[src/rtl/stack_pusher_pkg.sv]
// Shared definitions for the stack push sequencer.
//  - STACK_PAGE_DEF : default high address byte of the 6502 stack page
//  - MAX_BYTES_DEF  : longest push sequence (JSR/BRK/IRQ/NMI upper bound)
//  - push_state_e   : sequencer state encoding
package stack_pusher_pkg;

  localparam logic [7:0]  STACK_PAGE_DEF = 8'h01;
  localparam int unsigned MAX_BYTES_DEF  = 3;

  typedef enum logic [1:0] {
    PushIdle  = 2'd0,
    PushWrite = 2'd1,
    PushDone  = 2'd2
  } push_state_e;

endpackage

[src/rtl/stack_pusher.sv]
// Write-side stack sequencer for the 6502 core. Pushes 0..3 latched bytes, one
// bus write per cycle at {STACK_PAGE, sp}, post-decrementing sp, then pulses
// done/we_sp with the final stack pointer.
//
// Ports:
//  clk, reset_n          clock (rising edge), async active-low reset
//  start, count          request and byte count, sampled only in idle
//  byte0..byte2          bytes pushed in order
//  sp_in                 stack pointer, sampled with start
//  addr, data_out        bus address/data, hold last value when idle
//  we_mem                one-cycle write strobe per byte
//  sp_out, we_sp         new stack pointer and its load strobe
//  busy, done            sequence in flight / one-cycle completion pulse
module stack_pusher
  import stack_pusher_pkg::*;
#(
  parameter logic [7:0]  STACK_PAGE = STACK_PAGE_DEF,
  parameter int unsigned MAX_BYTES  = MAX_BYTES_DEF,
  localparam int unsigned CntW      = $clog2(MAX_BYTES + 1)
) (
  input  logic            clk,
  input  logic            reset_n,
  input  logic            start,
  input  logic [CntW-1:0] count,
  input  logic [7:0]      byte0,
  input  logic [7:0]      byte1,
  input  logic [7:0]      byte2,
  input  logic [7:0]      sp_in,
  output logic [15:0]     addr,
  output logic [7:0]      data_out,
  output logic            we_mem,
  output logic [7:0]      sp_out,
  output logic            we_sp,
  output logic            busy,
  output logic            done
);

  push_state_e     state_q, state_d;
  logic [CntW-1:0] count_q, count_d;
  logic [CntW-1:0] idx_q, idx_d;      // bytes already issued to the bus
  logic [7:0]      b0_q, b0_d, b1_q, b1_d, b2_q, b2_d;
  logic [7:0]      sp_cur_q, sp_cur_d;  // address of the next write
  logic [7:0]      sp_lat_q, sp_lat_d;  // sp at start, for the final sp_out

  logic [15:0] addr_q, addr_d;
  logic [7:0]  data_q, data_d;
  logic        we_mem_q, we_mem_d;
  logic [7:0]  sp_out_q, sp_out_d;
  logic        we_sp_q, we_sp_d;
  logic        busy_q, busy_d;
  logic        done_q, done_d;

  logic [7:0]  byte_sel;

  // Byte select on the index of the next byte to be written.
  always_comb begin
    byte_sel = b0_q;
    case (idx_q)
      2'd1:    byte_sel = b1_q;
      2'd2:    byte_sel = b2_q;
      default: byte_sel = b0_q;
    endcase
  end

  // Outputs are registered: next-cycle outputs are decoded here from the
  // state being entered, so they line up with state_q in the following cycle.
  always_comb begin
    state_d  = state_q;
    count_d  = count_q;
    idx_d    = idx_q;
    b0_d     = b0_q;
    b1_d     = b1_q;
    b2_d     = b2_q;
    sp_cur_d = sp_cur_q;
    sp_lat_d = sp_lat_q;
    addr_d   = addr_q;
    data_d   = data_q;
    sp_out_d = sp_out_q;
    we_mem_d = 1'b0;
    we_sp_d  = 1'b0;
    busy_d   = 1'b0;
    done_d   = 1'b0;

    unique case (state_q)
      PushIdle: begin
        if (start) begin
          count_d  = count;
          b0_d     = byte0;
          b1_d     = byte1;
          b2_d     = byte2;
          sp_lat_d = sp_in;
          busy_d   = 1'b1;
          if (count != '0) begin
            state_d  = PushWrite;
            we_mem_d = 1'b1;
            addr_d   = {STACK_PAGE, sp_in};
            data_d   = byte0;
            sp_cur_d = sp_in - 8'd1;
            idx_d    = 2'd1;
          end else begin
            state_d  = PushDone;
            done_d   = 1'b1;
            we_sp_d  = 1'b1;
            sp_out_d = sp_in;
          end
        end
      end

      PushWrite: begin
        busy_d = 1'b1;
        if (idx_q == count_q) begin
          state_d  = PushDone;
          done_d   = 1'b1;
          we_sp_d  = 1'b1;
          sp_out_d = sp_lat_q - 8'(count_q);
        end else begin
          we_mem_d = 1'b1;
          addr_d   = {STACK_PAGE, sp_cur_q};
          data_d   = byte_sel;
          sp_cur_d = sp_cur_q - 8'd1;
          idx_d    = idx_q + 2'd1;
        end
      end

      PushDone: begin
        // start here is dropped, not queued.
        state_d = PushIdle;
      end

      default: state_d = PushIdle;
    endcase
  end

  always_ff @(posedge clk or negedge reset_n) begin
    if (!reset_n) begin
      state_q  <= PushIdle;
      count_q  <= '0;
      idx_q    <= '0;
      b0_q     <= 8'h00;
      b1_q     <= 8'h00;
      b2_q     <= 8'h00;
      sp_cur_q <= 8'hFF;
      sp_lat_q <= 8'hFF;
      addr_q   <= 16'h0000;
      data_q   <= 8'h00;
      we_mem_q <= 1'b0;
      sp_out_q <= 8'hFF;
      we_sp_q  <= 1'b0;
      busy_q   <= 1'b0;
      done_q   <= 1'b0;
    end else begin
      state_q  <= state_d;
      count_q  <= count_d;
      idx_q    <= idx_d;
      b0_q     <= b0_d;
      b1_q     <= b1_d;
      b2_q     <= b2_d;
      sp_cur_q <= sp_cur_d;
      sp_lat_q <= sp_lat_d;
      addr_q   <= addr_d;
      data_q   <= data_d;
      we_mem_q <= we_mem_d;
      sp_out_q <= sp_out_d;
      we_sp_q  <= we_sp_d;
      busy_q   <= busy_d;
      done_q   <= done_d;
    end
  end

  assign addr     = addr_q;
  assign data_out = data_q;
  assign we_mem   = we_mem_q;
  assign sp_out   = sp_out_q;
  assign we_sp    = we_sp_q;
  assign busy     = busy_q;
  assign done     = done_q;

endmodule
[config.mk]
export PLATFORM = sky130hd
export DESIGN_NAME = stack_pusher
export DESIGN_NICKNAME = d
export VERILOG_FILES = /design/src/rtl/stack_pusher_pkg.sv /design/src/rtl/stack_pusher.sv
export SDC_FILE = /design/constraint.sdc
export NUM_CORES = 1
export LEC_CHECK = 0
export ABC_AREA = 1
export CORE_MARGIN = 5
export CORE_UTILIZATION = 40
export CTS_CLUSTER_DIAMETER = 40
export CTS_CLUSTER_SIZE = 25
export DETAILED_ROUTE_END_ITERATION = 16
export SLEW_MARGIN = 15
export SYNTH_ARGS = -nofsm -noshare
export SYNTH_HDL_FRONTEND = slang
export SYNTH_SLANG_ARGS = --single-unit
[constraint.sdc]
create_clock -name clk -period 4 [get_ports clk]
set_input_delay 0.4 -clock clk [delete_from_list [all_inputs] [get_ports clk]]
set_output_delay 0.4 -clock clk [all_outputs]
set_load 0.005 [all_outputs]
==> impl_metrics.env <==
export IMPL_synth_seq_area_share=0.509
export IMPL_setup_viol_count_final=0
export IMPL_hold_buffers=0
export IMPL_yosysUniqueCellTypes=33
export IMPL_timing_final_hold_violations=0
export IMPL_ctsHtreeMaxLevel=3
export IMPL_dpl_cell_area_sq_mm=0.00433
export IMPL_place_congestion=0.805
export IMPL_final_cell_mix="nand2_1 (158), clkdlybuf4s50_1 (64), dfrtp_1 (50), o21ai_0 (49), inv_1 (41)"
export IMPL_drt_total_wl_mm=8.58
export IMPL_cts_sinks=74
export IMPL_cp_end_kind="flip-flop"
export IMPL_syn_inst=452
export IMPL_dr_pass1_iters=4
export IMPL_clockRootBuffer="clkbuf_8"
export IMPL_fp_dieH_microns=106
export IMPL_regToRegStartpoint="state_q[0]$_DFFE_PN0P_"
export IMPL_cts_buffer_depth=2
export IMPL_start_kind="flip-flop"
export IMPL_power_density_mw_per_mm2=878
export IMPL_fp_row_count=35
export IMPL_period_minus_slack_ns=2.34
export IMPL_ant_nets=0
export IMPL_die_area_sq_mm=0.0113
export IMPL_cts_setup_buffers=0
export IMPL_fin_crit_sh=0.585
export IMPL_antenna_found_initial=0
export IMPL_layout_commonest_cell="nand2_1"
export IMPL_layout_drive_gt1_share=0.117
export IMPL_tightest_slew_ns=0.832
export IMPL_clock_latency_ns=0.35
export IMPL_drt_iter0_drc=123
export IMPL_syn_to_final_growth_pct=23.8
export IMPL_maxCapViolations=0
export IMPL_ctsResizeCount=0
export IMPL_grt_max_degree=46
export IMPL_n_fill_cell=886
export IMPL_hpwl_mm=6.23
export IMPL_timing_hold_ws_ns=0.107
export IMPL_die_x_microns=106
export IMPL_crit_chain="nand2_4 > inv_2 > nand2_1 > nand2_2 > inv_2 > nor2_1 > nand2_1 > nand2_1"
export IMPL_finalSetupTns_ns=0
export IMPL_clkSlewWorstSetupHoldPaths_ns=0.08
export IMPL_power_leakage_nw=2.16
export IMPL_n_antenna_cell=0
export IMPL_ys_ff_latch=74
export IMPL_grt_total_usage=0.162
export IMPL_cts_tree="built"
export IMPL_grt_pass1_vias=3035
export IMPL_syn_area_sq_mm=0.00369
export IMPL_holdCritPathClass="input pin to async pin"
export IMPL_synth_area_per_cell_sq_um=8.17
export IMPL_slew_headroom=0.445
export IMPL_layout_nets=553
export IMPL_crit_start="state_q[0]$_DFFE_PN0P_"
export IMPL_status="finished, final reports clean"
export IMPL_start_util=0.405
export IMPL_max_freq_mhz=427
export IMPL_crit_fanout=31
export IMPL_max_stage_delay_ns=0.47
export IMPL_cp_top_family="simple AND/OR/NAND/NOR gates"
export IMPL_cp_num_buf_inv=2
export IMPL_cp_common_cell="nand2_1"
export IMPL_slew_viol_final=0
export IMPL_grt_pass1_wl_mm=14.5
export IMPL_crit_type="flip-flop to flip-flop"
export IMPL_vias=3041
export IMPL_arrival_ns=2.64
export IMPL_remaining_drc_errors=0
export IMPL_placeableCoreArea_sq_mm=0.00911
export IMPL_io_pins=73
export IMPL_final_area_sq_mm=0.00457
export IMPL_ys_warnings_count=0
export IMPL_overflow=0
export IMPL_cts_buffers_inserted=9
export IMPL_critPathSlowestCell="nand2_2"
export IMPL_numPortBuffers=65
export IMPL_fin_skew_ns=0.00562
export IMPL_required_ns=4.30
export IMPL_wl_per_cell_microns=13.7
export IMPL_vdd_drop_max_uv=292
export IMPL_rsz0062_at_grt="no"
export IMPL_avgViaCountPerCell=4.87
-- final timing paths --
check,endpoint,slack [ns],cells after the start
worst max-delay path,sp_cur_q[6]$_DFFE_PN1P_,1.66,8
worst min-delay path,count_q[1]$_DFFE_PN0P_,0.11,1
worst max register to register,sp_cur_q[6]$_DFFE_PN1P_,1.66,8
worst min register to register,addr[8]$_DFFE_PN0P_,0.47,1
max in group asynchronous,sp_lat_q[7]$_DFFE_PN1P_,2.85,2
min in group clk,addr[8]$_DFFE_PN0P_,0.47,1
-- metal layers --
layer	up-vias	routed length (microns)	global-route usage
li1	1526	-	-
met1	1423	3910	0.205
met3	13	391	0.0407
met2	79	4140	0.270
met4	0	133	0.0564
met5	-	0	0
-- power breakdown --
part / total, W / internal, W / switching [W] / leakage (nW)
combinational: 0.00189 / 0.000755 / 0.00114 / 1.19
clock: 0.000712 / 0.000417 / 0.000295 / 0.113
sequential: 0.00141 / 0.00121 / 0.000206 / 0.864
-- worst reg2reg max path: stages (launching register included) --
cell	delay, ns
dfrtp_1	0.46
nand2_4	0.23
inv_2	0.35
nand2_1	0.18
nand2_2	0.47
inv_2	0.31
nor2_1	0.16
nand2_1	0.06
nand2_1	0.06
-- cell families (layout without fill, tap and decap cells) --
logic type	Yosys count	in the layout	synth area share
AOI/OAI and AO/OA	85	85	0.126
other	1	7	0.00102
xor gates and xnor gates	4	4	0.00949
adders and majority gates	7	7	0.0257
buffers and inverters	72	128	0.0952
DFF	74	74	0.509
and+or+nand+nor	209	209	0.233
-- cell usage after synthesis --
| library cell | count | area, sq um |
|---|---|---|
| nand4_1 | 1 | 6.26 |
| inv_2 | 4 | 15.0 |
| o22ai_1 | 4 | 25.0 |
| or2_1 | 1 | 6.26 |
| inv_1 | 41 | 154 |
| o21ai_0 | 49 | 245 |
| a31oi_1 | 6 | 37.5 |
| fa_1 | 1 | 20.0 |
| buf_4 | 14 | 105 |
| xnor2_1 | 2 | 17.5 |
| or2_0 | 2 | 12.5 |
| nor2_4 | 1 | 11.3 |
| nand3_1 | 15 | 75.1 |
| nor2_1 | 22 | 82.6 |
| dfstp_2 | 24 | 631 |
| nand2_1 | 158 | 593 |
| ha_1 | 6 | 75.1 |
| nand2_4 | 3 | 33.8 |
| dfrtp_1 | 50 | 1250 |
| o21ai_1 | 10 | 50.1 |
| o21a_1 | 3 | 22.5 |
| nand3_2 | 1 | 10.0 |
| buf_6 | 3 | 33.8 |
| nand2_2 | 3 | 18.8 |
| conb_1 | 1 | 3.75 |
| buf_1 | 1 | 3.75 |
| clkbuf_1 | 4 | 15.0 |
| a21oi_1 | 9 | 45.0 |
| a31oi_2 | 1 | 12.5 |
| nor2_2 | 2 | 12.5 |
| buf_2 | 5 | 25.0 |
| o21ai_2 | 3 | 26.3 |
| xor2_1 | 2 | 17.5 |
-- registers in the layout, summed over array words and instances (netlist names), 8 cells and up --
register	flops
sp_cur_q	8
addr	9
sp_lat_q	8
sp_out	8
b2_q	8
b0_q	8
b1_q	8
data_out	8
-- layout make-up --
type / instances / area [sq um] / area share
repair buffers: 67 / 661 / 0.144
clock inverters: 6 / 114 / 0.0249
multi-input cells: 312 / 1480 / 0.324
inverters: 45 / 169 / 0.0369
clock buffers: 10 / 128 / 0.0279
flip-flops and latches: 74 / 1880 / 0.411
well taps: 111 / 139 / 0.0304
-- per-stage QoR --
step / std cells / worst slack, ns / power [W] / utilization
2_1_floorplan: 458 / 2.38 / 0.00276 / -
3_3_place_gp: 609 / 1.35 / 0.00331 / 0.476
3_5_place_dp: 609 / 1.28 / 0.00335 / 0.476
4_1_cts: 625 / 1.64 / 0.00407 / 0.502
5_1_grt: 625 / 1.37 / 0.00440 / 0.502
6_report: 625 / 1.66 / 0.00402 / 0.502
Power figures use the tool's default switching activity.
